--- src/rtl/display_pkg.sv ---
// Shared types and constants for the seven-segment display sharing logic.
package display_pkg;

  typedef enum logic [1:0] {
    IDLE,
    HOLD,
    EXTEND
  } disp_arb_state_t;

  // Value shown on the display after reset, before any requester has won.
  localparam logic [15:0] BLANK_HEX  = 16'h0000;
  localparam logic [3:0]  BLANK_DOTS = 4'h0;

endpackage

--- src/rtl/rr_pick.sv ---
// Combinational round-robin picker: returns the first set request bit,
// searching upward from 'start' and wrapping from N-1 back to 0.
module rr_pick #(
  parameter int N  = 4,
  parameter int IW = (N > 1) ? $clog2(N) : 1
) (
  input  logic [N-1:0]  req,
  input  logic [IW-1:0] start,
  output logic [N-1:0]  gnt,
  output logic          vld
);

  // Walk the N positions in rotated order; the first hit wins.
  always_comb begin
    int              sum;
    logic [IW-1:0]   idx;
    gnt = '0;
    vld = 1'b0;
    sum = 0;
    idx = '0;
    for (int i = 0; i < N; i++) begin
      sum = int'(start) + i;
      if (sum >= N) sum = sum - N;
      idx = IW'(sum);
      if (!vld && req[idx]) begin
        gnt[idx] = 1'b1;
        vld      = 1'b1;
      end
    end
  end

endmodule

--- src/rtl/display_arbiter.sv ---
// Round-robin owner selection for the shared 4-digit seven-segment display.
// Each grant lasts at least HOLD_CYCLES; a sole requester keeps the display
// (EXTEND) until someone else asks or it lets go.
// Optional: define DISPLAY_ARB_URGENT_EN to let requester 0 preempt any owner
// and hold the display non-preemptibly until its timer expires.
module display_arbiter
  import display_pkg::*;
#(
  parameter int NUM_REQ     = 4,
  parameter int HOLD_CYCLES = 100_000_000,
  parameter int CNT_W       = $clog2(HOLD_CYCLES)
) (
  input  logic                  clk,
  input  logic                  reset,
  input  logic [NUM_REQ-1:0]    req,
  input  logic [16*NUM_REQ-1:0] req_hex,
  input  logic [4*NUM_REQ-1:0]  req_dots,
  output logic [15:0]           hex_out,
  output logic [3:0]            dots_out,
  output logic [NUM_REQ-1:0]    grant,
  output logic                  busy
);

  localparam int OW = $clog2(NUM_REQ);
  localparam logic [CNT_W-1:0] RELOAD = CNT_W'(HOLD_CYCLES - 1);

  disp_arb_state_t      state_q, state_d;
  logic [CNT_W-1:0]     timer_q, timer_d;
  logic [OW-1:0]        owner_q, owner_d;   // doubles as last_owner while IDLE
  logic [NUM_REQ-1:0]   grant_q, grant_d;
  logic [15:0]          hex_q, hex_d;
  logic [3:0]           dots_q, dots_d;

  logic [15:0]          hex_slice  [NUM_REQ];
  logic [3:0]           dots_slice [NUM_REQ];
  logic [OW-1:0]        start;
  logic [NUM_REQ-1:0]   pick_gnt;
  logic                 pick_vld;
  logic [OW-1:0]        pick_idx;
  logic                 owner_req;
  logic                 expired;
  logic                 lock;

  for (genvar i = 0; i < NUM_REQ; i++) begin : g_slice
    assign hex_slice[i]  = req_hex[16*i +: 16];
    assign dots_slice[i] = req_dots[4*i +: 4];
  end

  assign start     = (owner_q == OW'(NUM_REQ - 1)) ? '0 : owner_q + OW'(1);
  assign owner_req = req[owner_q];
  assign expired   = (timer_q == '0);

  // The current owner never competes against itself: only others are searched.
  rr_pick #(
    .N  (NUM_REQ),
    .IW (OW)
  ) u_pick (
    .req   (req & ~grant_q),
    .start (start),
    .gnt   (pick_gnt),
    .vld   (pick_vld)
  );

  // Convert the one-hot winner to an index for the owner register.
  always_comb begin
    pick_idx = '0;
    for (int i = 0; i < NUM_REQ; i++) begin
      if (pick_gnt[i]) pick_idx = OW'(i);
    end
  end

`ifdef DISPLAY_ARB_URGENT_EN
  assign lock = (owner_q == '0) && !expired;
`else
  assign lock = 1'b0;
`endif

  // Next-state, timer, grant and display-value selection.
  always_comb begin
    state_d = state_q;
    timer_d = timer_q;
    owner_d = owner_q;
    grant_d = grant_q;
    hex_d   = hex_q;
    dots_d  = dots_q;
    case (state_q)
      IDLE: begin
        if (pick_vld) begin
          grant_d = pick_gnt;
          owner_d = pick_idx;
          timer_d = RELOAD;
          state_d = HOLD;
        end
      end
      HOLD, EXTEND: begin
        // A dropped owner freezes the display at its last captured value.
        if (owner_req) begin
          hex_d  = hex_slice[owner_q];
          dots_d = dots_slice[owner_q];
        end
        timer_d = expired ? '0 : timer_q - CNT_W'(1);
        if (state_q == HOLD) begin
          if (expired) begin
            if (pick_vld) begin
              grant_d = pick_gnt;
              owner_d = pick_idx;
              timer_d = RELOAD;
            end else if (owner_req) begin
              timer_d = RELOAD;
              state_d = EXTEND;
            end else begin
              grant_d = '0;
              state_d = IDLE;
            end
          end
        end else begin
          if (pick_vld && (!lock || !owner_req)) begin
            grant_d = pick_gnt;
            owner_d = pick_idx;
            timer_d = RELOAD;
            state_d = HOLD;
          end else if (!owner_req) begin
            grant_d = '0;
            timer_d = '0;
            state_d = IDLE;
          end else if (expired) begin
            timer_d = RELOAD;
          end
        end
`ifdef DISPLAY_ARB_URGENT_EN
        if (req[0] && (owner_q != '0)) begin
          grant_d = {{(NUM_REQ-1){1'b0}}, 1'b1};
          owner_d = '0;
          timer_d = RELOAD;
          state_d = HOLD;
        end
`endif
      end
      default: begin
        grant_d = '0;
        state_d = IDLE;
      end
    endcase
  end

  // State and output registers; reset blanks the display immediately.
  always_ff @(posedge clk or negedge reset) begin
    if (!reset) begin
      state_q <= IDLE;
      timer_q <= '0;
      owner_q <= OW'(NUM_REQ - 1);
      grant_q <= '0;
      hex_q   <= BLANK_HEX;
      dots_q  <= BLANK_DOTS;
    end else begin
      state_q <= state_d;
      timer_q <= timer_d;
      owner_q <= owner_d;
      grant_q <= grant_d;
      hex_q   <= hex_d;
      dots_q  <= dots_d;
    end
  end

  assign hex_out  = hex_q;
  assign dots_out = dots_q;
  assign grant    = grant_q;
  assign busy     = (state_q != IDLE);

endmodule

--- config.mk ---
export PLATFORM = sky130hd
export DESIGN_NAME = display_arbiter
export DESIGN_NICKNAME = d
export VERILOG_FILES = /design/src/rtl/display_pkg.sv /design/src/rtl/rr_pick.sv /design/src/rtl/display_arbiter.sv
export SDC_FILE = /design/constraint.sdc
export NUM_CORES = 1
export LEC_CHECK = 0
export ABC_AREA = 1
export CAP_MARGIN = 20
export CORE_ASPECT_RATIO = 0.6
export CORE_MARGIN = 2
export CORE_UTILIZATION = 50
export DETAILED_ROUTE_END_ITERATION = 7
export GPL_TIMING_DRIVEN = 1
export PLACE_DENSITY = 0.92
export SETUP_SLACK_MARGIN = 0.1
export SYNTH_ARGS = -nofsm -noshare
export SYNTH_HDL_FRONTEND = slang
export SYNTH_SLANG_ARGS = --single-unit
--- constraint.sdc ---
create_clock -name clk -period 3.45 [get_ports clk]
set_input_delay 0.5175 -clock clk [delete_from_list [all_inputs] [get_ports clk]]
set_output_delay 0.5175 -clock clk [all_outputs]
set_load 0.05 [all_outputs]
# Word-level counts from Yosys, hierarchy flattened

Index checks and enable logic that the tools add are counted.

Bits in writable memories: 0
Word-level logic and storage cells: 130
ROM bits: 0
Memories kept: 0
Input port bits: 86
Register bits after elaboration: 55
Bits in latches: 0

Reductions and logical operators: 20
Bitwise gates (word level): 6
Multiply operators: 0
Equality and inequality tests: 7
Muxes and demuxes: 68
Shifts and indexed selects: 0
Order comparisons: 14
Add/subtract/negate cells: 9
Div/mod/pow operators: 0

Operator list:

| kind                  | count |
|---|---|
| $mux 27               | 9 |
| $pmux 27 s2           | 1 |
| $mux 4                | 11 |
| $mux 2                | 17 |
| $bmux 16 s2           | 1 |
| $mux 16               | 2 |
| $logic_not 27->1      | 1 |
| $sub 27x1->27 const B | 1 |
| $lt 2x3->1 const B    | 5 |
| $mux 1                | 14 |
| $ge 3x3->1 const B    | 4 |
| $or 4x4->4            | 3 |
| $bmux 1 s2            | 5 |
| $bmux 4 s2            | 1 |
| $demux 1 s2           | 4 |
| $ge 2x1->1 const B    | 4 |
| $pmux 2 s2            | 2 |
| $pmux 4 s2            | 1 |
| $reduce_and 2->1      | 4 |
| $sub 2x1->2 const B   | 4 |
| $logic_and 1x1->1     | 7 |
| $add 2x2->3 const B   | 2 |
| $ne 3x3->1 const B    | 2 |
| $and 4x4->4           | 1 |
| 14 further kinds      | 18 |

# Logic depth before layout (Yosys ltp)

Word-level depth: 23
Gate-level depth with buffers: 16

# Cells and area by module

Synthesis repeated with hierarchy kept, for this count alone.

Cells, all modules: 607
Area total of the unflattened synthesis: 4279.1 um^2

Modules (own cells, without submodules):

| module          | area an instance (um^2) | cells an instance | instances | sequential area each (um^2) |
|---|---|---|---|---|
| display_arbiter | 3860.0                  | 531               | 1         | 1378.8 |
| rr_pick         | 419.2                   | 76                | 1         | 0.0 |

# Least setup slack after synthesis

No wires, ideal clock.

Kind: register -> register
From: register owner_q[0]
To: register timer_q[0]
Buffers on the path: 3
Data required time: 3.324 ns
Stages on the path, launching flop included: 14
Arrival time: 2.432 ns
Slack: 0.892 ns
Period minus slack after synthesis: 2.558 ns
Path through: dfstp_2 -> buf_6 -> inv_6 -> clkbuf_1 -> ha_1 -> nor2_1 -> inv_1 -> nand3_2 -> nand2_4 -> nor2_8 -> nand4_4 -> a21oi_4 -> buf_6 -> a21oi_2

Cells in the longest elaborated chain, start to end: 20
Elaborated cells between the ends (all ways): 47
Those cells by class: add/sub (8); order compare (4); eq/ne (2); mux (26); reduce/logical (7)

Ends and longest elaborated chain:

| what                                                 | RTL line               | RTL |
|---|---|---|
| start, declared                                      | display_arbiter.sv:29  | `logic [OW-1:0] owner_q, owner_d;` |
| start signal, assigned                               | display_arbiter.sv:151 | `owner_q <= OW'(NUM_REQ - 1);` |
| start signal, assigned                               | display_arbiter.sv:158 | `owner_q <= owner_d;` |
| branches (longest 20 deep; another with $add 2x1->3) | --                     |  |
| end signal, assigned                                 | display_arbiter.sv:157 | `timer_q <= timer_d;` |
| end, declared                                        | display_arbiter.sv:28  | `logic [CNT_W-1:0] timer_q, timer_d;` |

Parallel ways; which one is timed is not known. The select of a mux whose other input is x is not followed.
A chain may end at the register's enable or synchronous reset.

# Worst setup path after layout

From: register owner_q[1]
To: register timer_q[6]

Same word-level chain as after synthesis.

==> impl_metrics.py <==
metrics = {
    "detailed_routing": {
        "antenna_left": 0,
        "vias_per_cell": 5.745,
        "wl_um": 12860,
        "drc": 0,
        "drt_iter0_drc": 562,
        "wire_per_inst_um": 16.32,
        "vias": 4527,
        "drt-pass1-iter-count": 7,
    },
    "die": {
        "fp.dieW_um": 122.2,
        "core_area_um2": 8008,
        "die-area_um2": 9148,
        "rows": 25,
        "die_y_um": 74.89,
        "io_pins": 111,
        "start_util": 0.5230,
    },
    "power_and_ir_drop": {
        "leakage_nw": 2.314,
        "vdd_drop_max_v": 0.0006065,
        "power.total_mw": 5.197,
        "cellPowerDensity_nw_per_um2": 942.5,
    },
    "cts": {
        "clkTransAtPathRegs_ps": 70,
        "worstSkewPairLatency_ps": 300,
        "cts_resized": 0,
        "cts_root_buf": "clkbuf_16",
        "cts_setup_buffers": 0,
        "clock_sinks": 55,
        "hold_buffers": 0,
        "cts_tree": "yes",
        "cts_buffer_depth": 2,
        "cts_buffers": 5,
        "htree_levels": 2,
    },
    "final_layout": {
        "final_common_cell": "nor2_1",
        "post-route-cell-area_um2": 5514,
        "layout.cells.most_common_list": "119 x nor2_1, 110 x nand2_1, 109 x clkdlybuf4s50_1, 53 x dfrtp_1, 52 x o21ai_0",
        "final_core_util": 0.6886,
        "final_nets": 779,
        "drive_gt1_frac": 0.1074,
        "diodes": 0,
        "syn2layout_area_growth_pct": 31.67,
        "stdcell_count": 788,
    },
    "synthesis": {
        "synth_cells": 579,
        "yosys_warnings": 0,
        "ys_types": 36,
        "syn_nets": 679,
        "synth_area_leader_cell": "dfrtp_1",
        "ys_seq_elements": 55,
        "synth.top_cell.area_share": 0.3167,
        "synth_flop_cell": "dfrtp_1",
        "synth_edf_count": 0,
        "synth.area.top_cells": "dfrtp_1 32%, nor2_1 11%, nand2_1 9.9%",
        "synth_seq_area_share": 0.3293,
        "async_flop_share": 1.000,
        "syn_area_um2": 4188,
        "avgSynthCellArea_um2": 7.233,
    },
    "sta": {
        "hold_viol_final": 0,
        "timing.final.crit_share": 0.8713,
        "fmax_mhz": 332.7,
        "skew_ps": 6.573,
        "slew_headroom": 0.4657,
        "finalSetupTns_ps": 0,
        "slew_viol_final": 0,
        "rsz0062_at_grt": "false",
        "tightest_slew_ps": 801.5,
        "setup_viol": 0,
        "min_period_ps": 3006,
    },
    "worst_setup_path": {
        "cpPeakStageDelay_ps": 600,
        "critPathArrivalTime_ps": 3160,
        "worstPathMaxFanout": 26,
        "cp_cell_sequence": "inv_1, ha_1, inv_1, nand3_1, nand2_2, nor2_8, nand4_4, a21oi_4, a21oi_1",
        "critPathBufInv": 2,
        "critPathLaunchType": "register",
        "endpoint_kind": "register",
        "required_ps": 3610,
        "cpMostUsedCell": "inv_1",
        "critPathTopFamily": "compound AO/OA/AOI/OAI gates",
        "cpMaxStageDelayCell": "a21oi_4",
        "path_class": "reg2reg",
    },
    "placement": {
        "placed_cells_incl_taps": 780,
        "dp_hpwl_um": 9692,
        "dpl_cell_area_um2": 5340,
        "place_congestion": 1.020,
        "io_buffers": 110,
    },
    "global_routing": {
        "grt_pass1_wl_um": 21610,
        "antenna_found_initial": 1,
        "grt_pass1_vias": 4478,
        "grt_max_degree": 49,
        "grt.total_usage": 0.3003,
        "grt_overflow": 0,
    },
    "flow_run": {
        "drv_cap": 0,
    },
    "status": {
        "status": "finished, final reports clean",
    },
    "min_path": {
        "hp-class": "in2async",
    },
}
[cells by family (layout without fill, tap and decap cells)]
group,after synthesis,in the layout,share of synthesized area
xor+xnor,13,13,0.02719
simple gates,314,314,0.3442
fa+ha+maj,14,14,0.04183
flops,55,55,0.3292
compound gates,97,97,0.1353
mux,20,20,0.05378
buf+inv,66,167,0.06842
[routing by layer]
metal,up-vias,part of all wire,GRT usage
li1,2116,-,-
met1,2124,0.45,0.4110
met2,247,0.44,0.4984
met3,38,0.092,0.05833
met4,2,0.018,0.07663
met5,-,0.0010,0
[where the power goes]
part	internal [mW]	total (mW)	switching [mW]
Sequential	0.861	0.992	0.131
Combinational	1.18	3.60	2.41
Clock	0.362	0.607	0.245
[flip-flops by register name, summed over array words and instances (netlist names)]
name,cells
timer_q,27
hex_out,16
dots_out,4
grant,4
owner_q,2
state_q,2
[synthesized netlist by cell type, types with 2 or more instances]
cell / count
clkbuf_1: 14
dfrtp_1: 53
nor2_2: 4
nand2_2: 5
nand3_1: 35
a21oi_2: 11
o21ai_0: 52
nand4_4: 2
inv_1: 39
buf_4: 2
buf_6: 3
nand2_4: 4
mux2_2: 20
nor3_1: 5
nand3_2: 3
nand3b_1: 4
nand2_1: 110
ha_1: 14
inv_2: 3
dfstp_2: 2
a21oi_1: 11
xnor2_1: 6
nand4_1: 18
o22ai_1: 21
buf_2: 3
nor2_1: 119
xor2_1: 7
[metrics by stage]
step	setup slack [ps]	hold slack (ps)
4_1_cts	508.2	324.9
3_3_place_gp	704.0	487.3
6_report	444.1	296.3
3_5_place_dp	533.7	496.2
5_1_grt	276.2	365.1
2_1_floorplan	892.4	221.9
[worst reg2reg max path: stages, from the launching register on]
cell,delay (ps)
dfstp_2,540
inv_1,340
ha_1,510
inv_1,90
nand3_1,110
nand2_2,140
nor2_8,220
nand4_4,150
a21oi_4,600
a21oi_1,170
[worst paths after layout]
path,slack (ps),start,to,cells after the start
worst max-delay path,440,owner_q[1]$_DFFE_PN1P_,timer_q[6]$_DFFE_PN0P_,9
worst min-delay path,300,reset,hex_out[0]$_DFFE_PN0P_,1
worst max register to register,440,owner_q[1]$_DFFE_PN1P_,timer_q[6]$_DFFE_PN0P_,9
worst min register to register,510,dots_out[0]$_DFFE_PN0P_,dots_out[0]$_DFFE_PN0P_,1
max in group asynchronous,2310,reset,owner_q[0]$_DFFE_PN1P_,2
min in group clk,510,dots_out[0]$_DFFE_PN0P_,dots_out[0]$_DFFE_PN0P_,1
[area by class of cell]
type,instances,area [um^2]
clock buffer,6,138.9
clock inverter,2,35.03
fill,626,2494
inverter,44,170.2
multi-input combinational,458,2522
sequential,55,1379
tap,108,135.1
timing repair buffer,115,1134
(Power assumes the default switching activity.)
